### config.mk
export PLATFORM = sky130hd
export DESIGN_NAME = pwm_multi_duty
export DESIGN_NICKNAME = d
export VERILOG_FILES = /design/src/rtl/pwm_pkg.sv /design/src/rtl/pwm_btn_edge.sv /design/src/rtl/pwm_multi_duty.sv
export SDC_FILE = /design/constraint.sdc
export NUM_CORES = 1
export LEC_CHECK = 0
export ABC_AREA = 1
export CAP_MARGIN = 25
export CORE_MARGIN = 10
export CORE_UTILIZATION = 45
export CTS_CLUSTER_SIZE = 10
export DETAILED_ROUTE_END_ITERATION = 8
export HOLD_SLACK_MARGIN = 0.03
export SLEW_MARGIN = 25
export SYNTH_ARGS = -nofsm -noshare
export SYNTH_HDL_FRONTEND = slang
export SYNTH_HIERARCHICAL = 1
export SYNTH_SLANG_ARGS = --single-unit
### constraint.sdc
create_clock -name clkin -period 3.09 [get_ports clkin]
set_input_delay 0.618 -clock clkin [delete_from_list [all_inputs] [get_ports clkin]]
set_output_delay 0.618 -clock clkin [all_outputs]
set_load 0.1 [all_outputs]
### src/rtl/pwm_pkg.sv
// Shared constants and parameter checking for the multi-channel PWM block.
package pwm_pkg;

    // Active counting mode, latched once per period.
    localparam logic MODE_EDGE   = 1'b0;
    localparam logic MODE_CENTRE = 1'b1;

    // Counter direction; only centre-aligned mode ever counts down.
    localparam logic DIR_UP   = 1'b0;
    localparam logic DIR_DOWN = 1'b1;

    // True when the parameter set describes a buildable PWM block:
    // the counter must hold PERIOD and every duty value, and the step
    // must be a usable fraction of the range.
    function automatic bit params_legal(input int width, input int period,
                                        input int channels, input int step,
                                        input int duty_rst);
        longint span;
        span = longint'(1) << width;
        return (width >= 1) && (width <= 31) && (period >= 1) &&
               (span > longint'(period)) && (channels >= 1) &&
               (step >= 1) && (step <= period) &&
               (duty_rst >= 0) && (duty_rst <= period);
    endfunction

endpackage

### src/rtl/pwm_btn_edge.sv
// Push-button front end: two-flop synchroniser plus falling-edge detector.
// The strobe is active low, so a press is a high-to-low transition of the
// synchronised level; holding the button yields a single event.
module pwm_btn_edge
    import pwm_pkg::*;
(
    input  logic clkin,
    input  logic reset,
    input  logic btn,
    output logic fall
);

    logic sync1;
    logic sync2;
    logic last;

    // Synchronise the asynchronous strobe and keep the previous level for edge detection.
    always_ff @(posedge clkin) begin
        if (!reset) begin
            sync1 <= 1'b1;
            sync2 <= 1'b1;
            last  <= 1'b1;
        end else begin
            sync1 <= btn;
            sync2 <= sync1;
            last  <= sync2;
        end
    end

    // One-cycle event when the synchronised level drops from 1 to 0.
    assign fall = last & ~sync2;

endmodule

### src/rtl/pwm_multi_duty.sv
// Multi-channel PWM generator with a shared edge/centre-aligned period
// counter. Each channel keeps a button-stepped duty target that is copied
// into the active compare value only at a period boundary, so a period is
// never disturbed by a mid-period change.
module pwm_multi_duty
    import pwm_pkg::*;
#(
    parameter int WIDTH    = 8,
    parameter int PERIOD   = 100,
    parameter int CHANNELS = 2,
    parameter int STEP     = 10,
    parameter int DUTY_RST = 50
) (
    input  logic                      clkin,
    input  logic                      reset,
    input  logic [CHANNELS-1:0]       inc,
    input  logic [CHANNELS-1:0]       dec,
    input  logic                      mode,
    output logic [CHANNELS-1:0]       pwm,
    output logic [CHANNELS*WIDTH-1:0] d,
    output logic                      period_start
);

    localparam logic [WIDTH-1:0] CNT_LAST  = WIDTH'(PERIOD - 1);
    localparam logic [WIDTH-1:0] CNT_ZERO  = '0;
    localparam logic [WIDTH-1:0] DUTY_MAX  = WIDTH'(PERIOD);
    localparam logic [WIDTH-1:0] DUTY_INIT = WIDTH'(DUTY_RST);
    localparam logic [WIDTH:0]   STEP_X    = (WIDTH+1)'(STEP);
    localparam logic [WIDTH:0]   PERIOD_X  = (WIDTH+1)'(PERIOD);

    if (!params_legal(WIDTH, PERIOD, CHANNELS, STEP, DUTY_RST)) begin : g_bad_params
        $error("pwm_multi_duty: illegal parameter set");
    end

    logic [WIDTH-1:0] cnt;
    logic             dir;
    logic             act_mode;
    logic             boundary;

    // Last cycle of the period, judged by the rule of the mode currently running.
    always_comb begin
        boundary = 1'b0;
        if (act_mode == MODE_CENTRE) begin
            boundary = (cnt == CNT_ZERO) && (dir == DIR_DOWN);
        end else begin
            boundary = (cnt == CNT_LAST);
        end
    end

    // Shared period counter; centre mode holds the top value one extra cycle while turning.
    always_ff @(posedge clkin) begin
        if (!reset) begin
            cnt          <= '0;
            dir          <= DIR_UP;
            act_mode     <= MODE_EDGE;
            period_start <= 1'b0;
        end else begin
            period_start <= boundary;
            if (boundary) begin
                cnt      <= '0;
                dir      <= DIR_UP;
                act_mode <= mode;
            end else if (dir == DIR_UP) begin
                if (cnt == CNT_LAST) begin
                    dir <= DIR_DOWN;
                end else begin
                    cnt <= cnt + 1'b1;
                end
            end else begin
                cnt <= cnt - 1'b1;
            end
        end
    end

    for (genvar c = 0; c < CHANNELS; c++) begin : g_ch
        logic             inc_ev;
        logic             dec_ev;
        logic [WIDTH-1:0] target;
        logic [WIDTH-1:0] active;
        logic [WIDTH:0]   sum_x;
        logic [WIDTH:0]   diff_x;
        logic             pwm_q;

        pwm_btn_edge u_inc (
            .clkin (clkin),
            .reset (reset),
            .btn   (inc[c]),
            .fall  (inc_ev)
        );

        pwm_btn_edge u_dec (
            .clkin (clkin),
            .reset (reset),
            .btn   (dec[c]),
            .fall  (dec_ev)
        );

        // One bit wider than the duty so saturation is detected before any wrap.
        always_comb begin
            sum_x  = {1'b0, target} + STEP_X;
            diff_x = {1'b0, target} - STEP_X;
        end

        // Duty target: saturating step up/down; simultaneous inc and dec cancel.
        always_ff @(posedge clkin) begin
            if (!reset) begin
                target <= DUTY_INIT;
            end else if (inc_ev && !dec_ev) begin
                target <= (sum_x > PERIOD_X) ? DUTY_MAX : sum_x[WIDTH-1:0];
            end else if (dec_ev && !inc_ev) begin
                target <= diff_x[WIDTH] ? '0 : diff_x[WIDTH-1:0];
            end
        end

        // Active duty follows the target only at a period boundary.
        always_ff @(posedge clkin) begin
            if (!reset) begin
                active <= DUTY_INIT;
            end else if (boundary) begin
                active <= target;
            end
        end

        // Registered compare keeps the output free of combinational glitches.
        always_ff @(posedge clkin) begin
            if (!reset) begin
                pwm_q <= 1'b0;
            end else begin
                pwm_q <= (cnt < active);
            end
        end

        assign pwm[c]               = pwm_q;
        assign d[c*WIDTH +: WIDTH]  = target;
    end

endmodule

# After elaboration in Yosys (flattened, before gate mapping)
# Cells that the tools add are included.
# Widths: inputs -> output; s select.
# totals
output_inout_bits	19
elab_cells	69
ff_bits	57
# op_classes
bitwise_logic	9
n_addsub	6
eq_ne	2
order_cmp	4
reduce_logical	13
mux	13
# op_table
cell	count
$mux 8	10
$add 8x4->9 const B	2
$gt 9x7->1 const B	2
$sub 8x4->9 const B	2
$lt 8x8->1	2
$add 8x1->8 const B	1
$eq 8x7->1 const B	1
$logic_not 8->1	1
$sub 8x1->8 const B	1
$logic_and 1x1->1	5
$not 1->1	5
$and 1x1->1	4
$logic_not 1->1	4
$reduce_bool 2->1	2
$mux 1	3
$ne 2x2->1 const B	1
$reduce_or 2->1	1

# Depth between registers and ports, before layout
# logic_depth
word_depth	6
depth_mapped	12
depth_no_buf	12

# Modules after synthesis
# Netlist, hierarchy kept.
# modules_own_cells
module	cells_each	n_inst	area_per_inst_um2	seq_area_each_um2
pwm_multi_duty	449	1	2982.9	820.8
pwm_btn_edge	11	4	90.1	60.1

# Worst setup path after synthesis
# OpenSTA, ideal clock, no wires.
# synth_timing
kind	reg2reg
start	reg g_ch[0].target[1]
end	reg g_ch[0].target[5]
synth_period_minus_slack_ns	2.244
arrival_ns	2.128
path_buffers	0
stages_incl_launch_ff	13
setup_time_ns	0.116
setup_slack_ns	0.846
cell_sequence	dfxtp_1 ha_1 nor2_2 nor2_4 nand2_1 nand2_1 nand2_1 nor2_2 nand2_1 nand2_1 nand2_1 nand2_1 nand2_1
# synth_via
elab_chain_cells	4
elab_cells_between_ends	7
cone_classes	add/sub (2); order compare (1); mux (4)
# synth_rtl
element	line	rtl
start: declaration	pwm_multi_duty.sv:78	logic [WIDTH-1:0] target;
start signal: assignment	pwm_multi_duty.sv:109	target <= (sum_x > PERIOD_X) ? DUTY_MAX : sum_x[WIDTH-1:0];
start signal: assignment	pwm_multi_duty.sv:111	target <= diff_x[WIDTH] ? '0 : diff_x[WIDTH-1:0];
$add 8x4->9 or $sub 8x4->9 (tied branches)	pwm_multi_duty.sv:100, pwm_multi_duty.sv:101	
$gt 9x7->1 or $mux 8 (tied branches)	pwm_multi_duty.sv:109, pwm_multi_duty.sv:111	
$mux 8, on equally long branches	pwm_multi_duty.sv:109, pwm_multi_duty.sv:110	
$mux 8 *	pwm_multi_duty.sv:108	end else if (inc_ev && !dec_ev) begin
# Mark *: on every way between the ends. The rest lies on a longest branch, timed or not. The select of a mux whose other input is x is not followed.
# A chain may end at the register's enable or synchronous reset.

# Worst setup path in the final report
# layout_timing
start	in reset
end	reg cnt[7]
# layout_via
elab_chain_cells	2
# layout_rtl
element	line	rtl
start: declaration	pwm_multi_duty.sv:15	input logic reset,
$not 1->1 (no source line)	--	
$reduce_or 2->1 (no source line)	--	
end signal: assignment	pwm_multi_duty.sv:67	cnt <= cnt + 1'b1;
end signal: assignment	pwm_multi_duty.sv:70	cnt <= cnt - 1'b1;
end: declaration	pwm_multi_duty.sv:35	logic [WIDTH-1:0] cnt;
# No other way between the ends.

==> impl_table.tex <==
\begin{tabular}{lr}
\hline
Metric & Value \\
\hline
\multicolumn{2}{l}{\textbf{Pwr}} \\
\quad Peak ir drop on the vdd network & 0.000244 V \\
\quad Power density over cell area & roughly 430 nW/um\^{}2 \\
\quad Leakage power figure & a little over 0.002 uW \\
\quad Post-route total power & 1590 uW \\
\multicolumn{2}{l}{\textbf{Run}} \\
\quad Max-Cap Viols & 0 \\
\multicolumn{2}{l}{\textbf{Clock tree}} \\
\quad TritonCTS clock tree & done \\
\quad Hold-fix buffers, CTS & 0 \\
\quad Quantity of gates resized following cts & 0 \\
\quad Root Buffer Master & sky130\_fd\_sc\_hd\_\_clkbuf\_8 \\
\quad Later-pin clock latency in the skew report & 0.31 ns \\
\quad Post-CTS setup buffer count & 0 \\
\quad Worst-path clk slew & 0.11 ns \\
\quad H-tree depth & 2 \\
\quad Buffer levels on the longest clock path & 2 \\
\quad TritonCTS buffer count & 5 \\
\quad TritonCTS sink count & 53 \\
\multicolumn{2}{l}{\textbf{Yosys}} \\
\quad Average footprint of a synthesized cell & 6.78 um\^{}2 \\
\quad Number of warnings reported in the yosys synthesis log & 6 \\
\quad Number of enable-type register cells in the synthesized netlist & 0 \\
\quad Number of distinct library cells after synthesis & 39 \\
\quad Proportion of register bits with asynchronous set or reset after synthesis & 0\% \\
\quad Post-synthesis sequential area ratio & 31.7\% \\
\quad Dominant register cell in the synthesized netlist & sky130\_fd\_sc\_hd\_\_dfxtp\_1 \\
\quad Post-synthesis register bit count & 53 \\
\quad Gate Count Post-Synth & 493 \\
\quad Total standard cell area after synthesis & about 3300 um\^{}2 \\
\multicolumn{2}{l}{\textbf{Run status}} \\
\quad Status & finished, final reports clean \\
\multicolumn{2}{l}{\textbf{Route}} \\
\quad First-iteration detailed-routing DRC count & 96 \\
\quad Detailed Routing Iterations Pass 1 & 4 \\
\quad Total via count in the routed design & just over 3,000 \\
\quad Vias/cell & 4.91 \\
\quad WL/cell & between 10 and 15 um \\
\quad Routed Antenna Nets & 0 \\
\quad Total DRC errors in the routed layout & 0 \\
\quad Total wire length after detailed routing & $\sim$7400 um \\
\multicolumn{2}{l}{\textbf{Setup path}} \\
\quad Critical Path Max Stage Delay & 0.48 ns \\
\quad Startpoint type of the worst setup path & input port \\
\quad Number of buffer and inverter instances along the worst setup path & 4 \\
\quad Endpoint class of the critical path & register \\
\quad Kind of cell adding the most delay to the critical path & buffers and inverters \\
\quad Maximum fanout count along the critical path & 12 \\
\quad Slowest cell on crit path & sky130\_fd\_sc\_hd\_\_clkdlybuf4s50\_1 \\
\quad Critical path data arrival time & roughly 2.2 ns \\
\quad Worst path required time & 3.33 ns \\
\quad Startpoint-to-endpoint class of the critical path & input port to register \\
\quad Cells traversed along the worst timing path & clkdlybuf4s50\_1 -> clkinv\_1 -> buf\_4 -> nor2\_2 -> inv\_1 -> nor2\_1 \\
\multicolumn{2}{l}{\textbf{Final layout}} \\
\quad Top Registers & g\_ch.active: 14 flops, g\_ch.target: 14 flops, cnt: 8 flops \\
\quad Final Cell Area & 3700 um\^{}2 \\
\quad Growth of design area from synthesis to finish & 10.6\% \\
\quad Final cell count without fillers & 615 \\
\quad Share of post-route cells with drive strength above 1 & 10.9\% \\
\quad Antenna diode instance count & 0 \\
\quad Nets & between 500 and 600 \\
\multicolumn{2}{l}{\textbf{Hold path}} \\
\quad Hold crit path type & register to register \\
\multicolumn{2}{l}{\textbf{Floorplan}} \\
\quad Floorplan row count & 31 \\
\quad Placeable core region & 7250 um\^{}2 \\
\quad Die X-Extent & 106 um \\
\quad Top-Level Pins & 26 \\
\quad Starting density of the core & 46.1\% \\
\quad Die outline height & 106 um \\
\quad Total Die Area & 11,300 um\^{}2 \\
\multicolumn{2}{l}{\textbf{STA}} \\
\quad Endpoints failing setup & 0 \\
\quad Peak clock frequency supported by timing & about 520 MHz \\
\quad Final slew viol count & 0 \\
\quad Summed negative setup slack over all endpoints & 0 ns \\
\quad RSZ-0062 raised after global routing & no \\
\quad Crit share post-route & 62.6\% \\
\quad Hold Violations, Final & 0 \\
\quad Time the final worst path needs with I/O delays and setup & 1.93 ns \\
\quad Post-route clock skew & 0.00866 ns \\
\multicolumn{2}{l}{\textbf{Placed design}} \\
\quad Routability congestion estimate & 0.930 \\
\quad Post-place instance area & 3600 um\^{}2 \\
\quad DP Cell Count & slightly above 600 \\
\quad Count of input and output buffers & 23 \\
\quad Post-detail-place hpwl & just under 6000 um \\
\multicolumn{2}{l}{\textbf{Global routing}} \\
\quad Via count of the first global-routing pass & 2,867 \\
\quad Overall overflow remaining after global route & 0 \\
\quad Overall global routing resource usage & 13.4\% \\
\quad Antenna violations before repair & 0 \\
\quad First-pass GRT wire length & between 10,000 and 15,000 um \\
\quad Pin count of the biggest net entering global routing & 27 \\
\hline
\end{tabular}
worst reg2reg max path: cells and delay by family, from the launching register on:
kind	cells	cell delay (ns)
buf+inv	2	0.31
flops	1	0.56
simple gates	6	0.91
power by group:
part	internal (uW)	total, uW	switching, uW
clock	172	426	255
sequential	709	761	51.4
combinational	112	404	293
path summary, 6_finish.rpt:
kind	start	endpoint	slack, ns	depth (start not counted)
min	g_ch[1].u_inc/sync1$_SDFF_PN1_	g_ch[1].u_inc/sync2$_SDFF_PN1_	0.41	2
min reg2reg	g_ch[1].u_inc/sync1$_SDFF_PN1_	g_ch[1].u_inc/sync2$_SDFF_PN1_	0.41	2
max	reset	cnt[7]$_SDFFE_PP0P_	1.16	6
max reg2reg	cnt[7]$_SDFFE_PP0P_	cnt[7]$_SDFFE_PP0P_	1.25	8
synth_stat cells (all sizes together) (3+ instances only):
cell | count | area share (%)
nor2 | 37 | 5.0
a21o | 3 | 0.67
nand3 | 39 | 6.1
nor3 | 8 | 1.6
nand4 | 10 | 2.1
a31oi | 3 | 0.56
nand2 | 151 | 17
nor4 | 3 | 1.5
ha | 26 | 9.7
buf | 9 | 1.9
o21ai | 17 | 2.7
dfxtp | 53 | 32
xor2 | 7 | 1.8
a21oi | 31 | 5.0
inv | 82 | 9.2
routing by layer:
layer  part of all wire, %  track usage [%]
met1                    46             16.4
met2                    49             23.4
met3                   2.9             2.60
met4                   1.6             3.87
met5                     0                0
cell type report:
type	instances	area (um^2)
clock buffers	5	68.8
clock inverters	3	28.8
fillers	757	3550
inverters	84	315
multi-input cells	346	1900
flip-flops and latches	53	1060
well taps	99	124
repair buffers	25	203
metrics by stage:
step | util, % | hold slack (ns) | setup slack, ns
final | 51.0 | 0.413 | 1.16
after global routing | 51.0 | 0.438 | 1.01
after CTS | 51.0 | 0.419 | 1.14
after detailed placement | 49.6 | 0.390 | 0.833
after global placement | 49.6 | 0.383 | 0.870
after floorplan | - | 0.380 | 0.846
kinds of logic after synthesis:
| family | share of synthesized area [%] |
|---|---|
| AND/OR/NAND/NOR | 34.1 |
| other | 0.112 |
| XOR/XNOR | 2.36 |
| buffers and inverters | 11.6 |
| AO/OA/AOI/OAI | 9.81 |
| adder cells (fa/ha/maj) | 10.3 |
| flip-flops | 31.7 |
cells in the final DEF, fill, tap and decap left out, types with 5 or more instances in the layout:
master,netlist,routed
sky130_fd_sc_hd__inv_1,77,77
sky130_fd_sc_hd__ha_1,26,26
sky130_fd_sc_hd__dfxtp_1,53,53
sky130_fd_sc_hd__clkdlybuf4s50_1,0,6
sky130_fd_sc_hd__nor3_1,5,5
sky130_fd_sc_hd__o21ai_0,14,14
sky130_fd_sc_hd__inv_2,5,5
sky130_fd_sc_hd__nand4_1,9,9
sky130_fd_sc_hd__xor2_1,7,7
sky130_fd_sc_hd__nand2_2,6,6
sky130_fd_sc_hd__nand3_1,37,37
sky130_fd_sc_hd__nand2_1,145,145
sky130_fd_sc_hd__nor2_1,30,30
sky130_fd_sc_hd__clkbuf_8,0,5
sky130_fd_sc_hd__buf_4,5,19
sky130_fd_sc_hd__nor2_2,5,5
sky130_fd_sc_hd__a21oi_1,30,30
No activity file was read; power rests on OpenSTA's default activity.
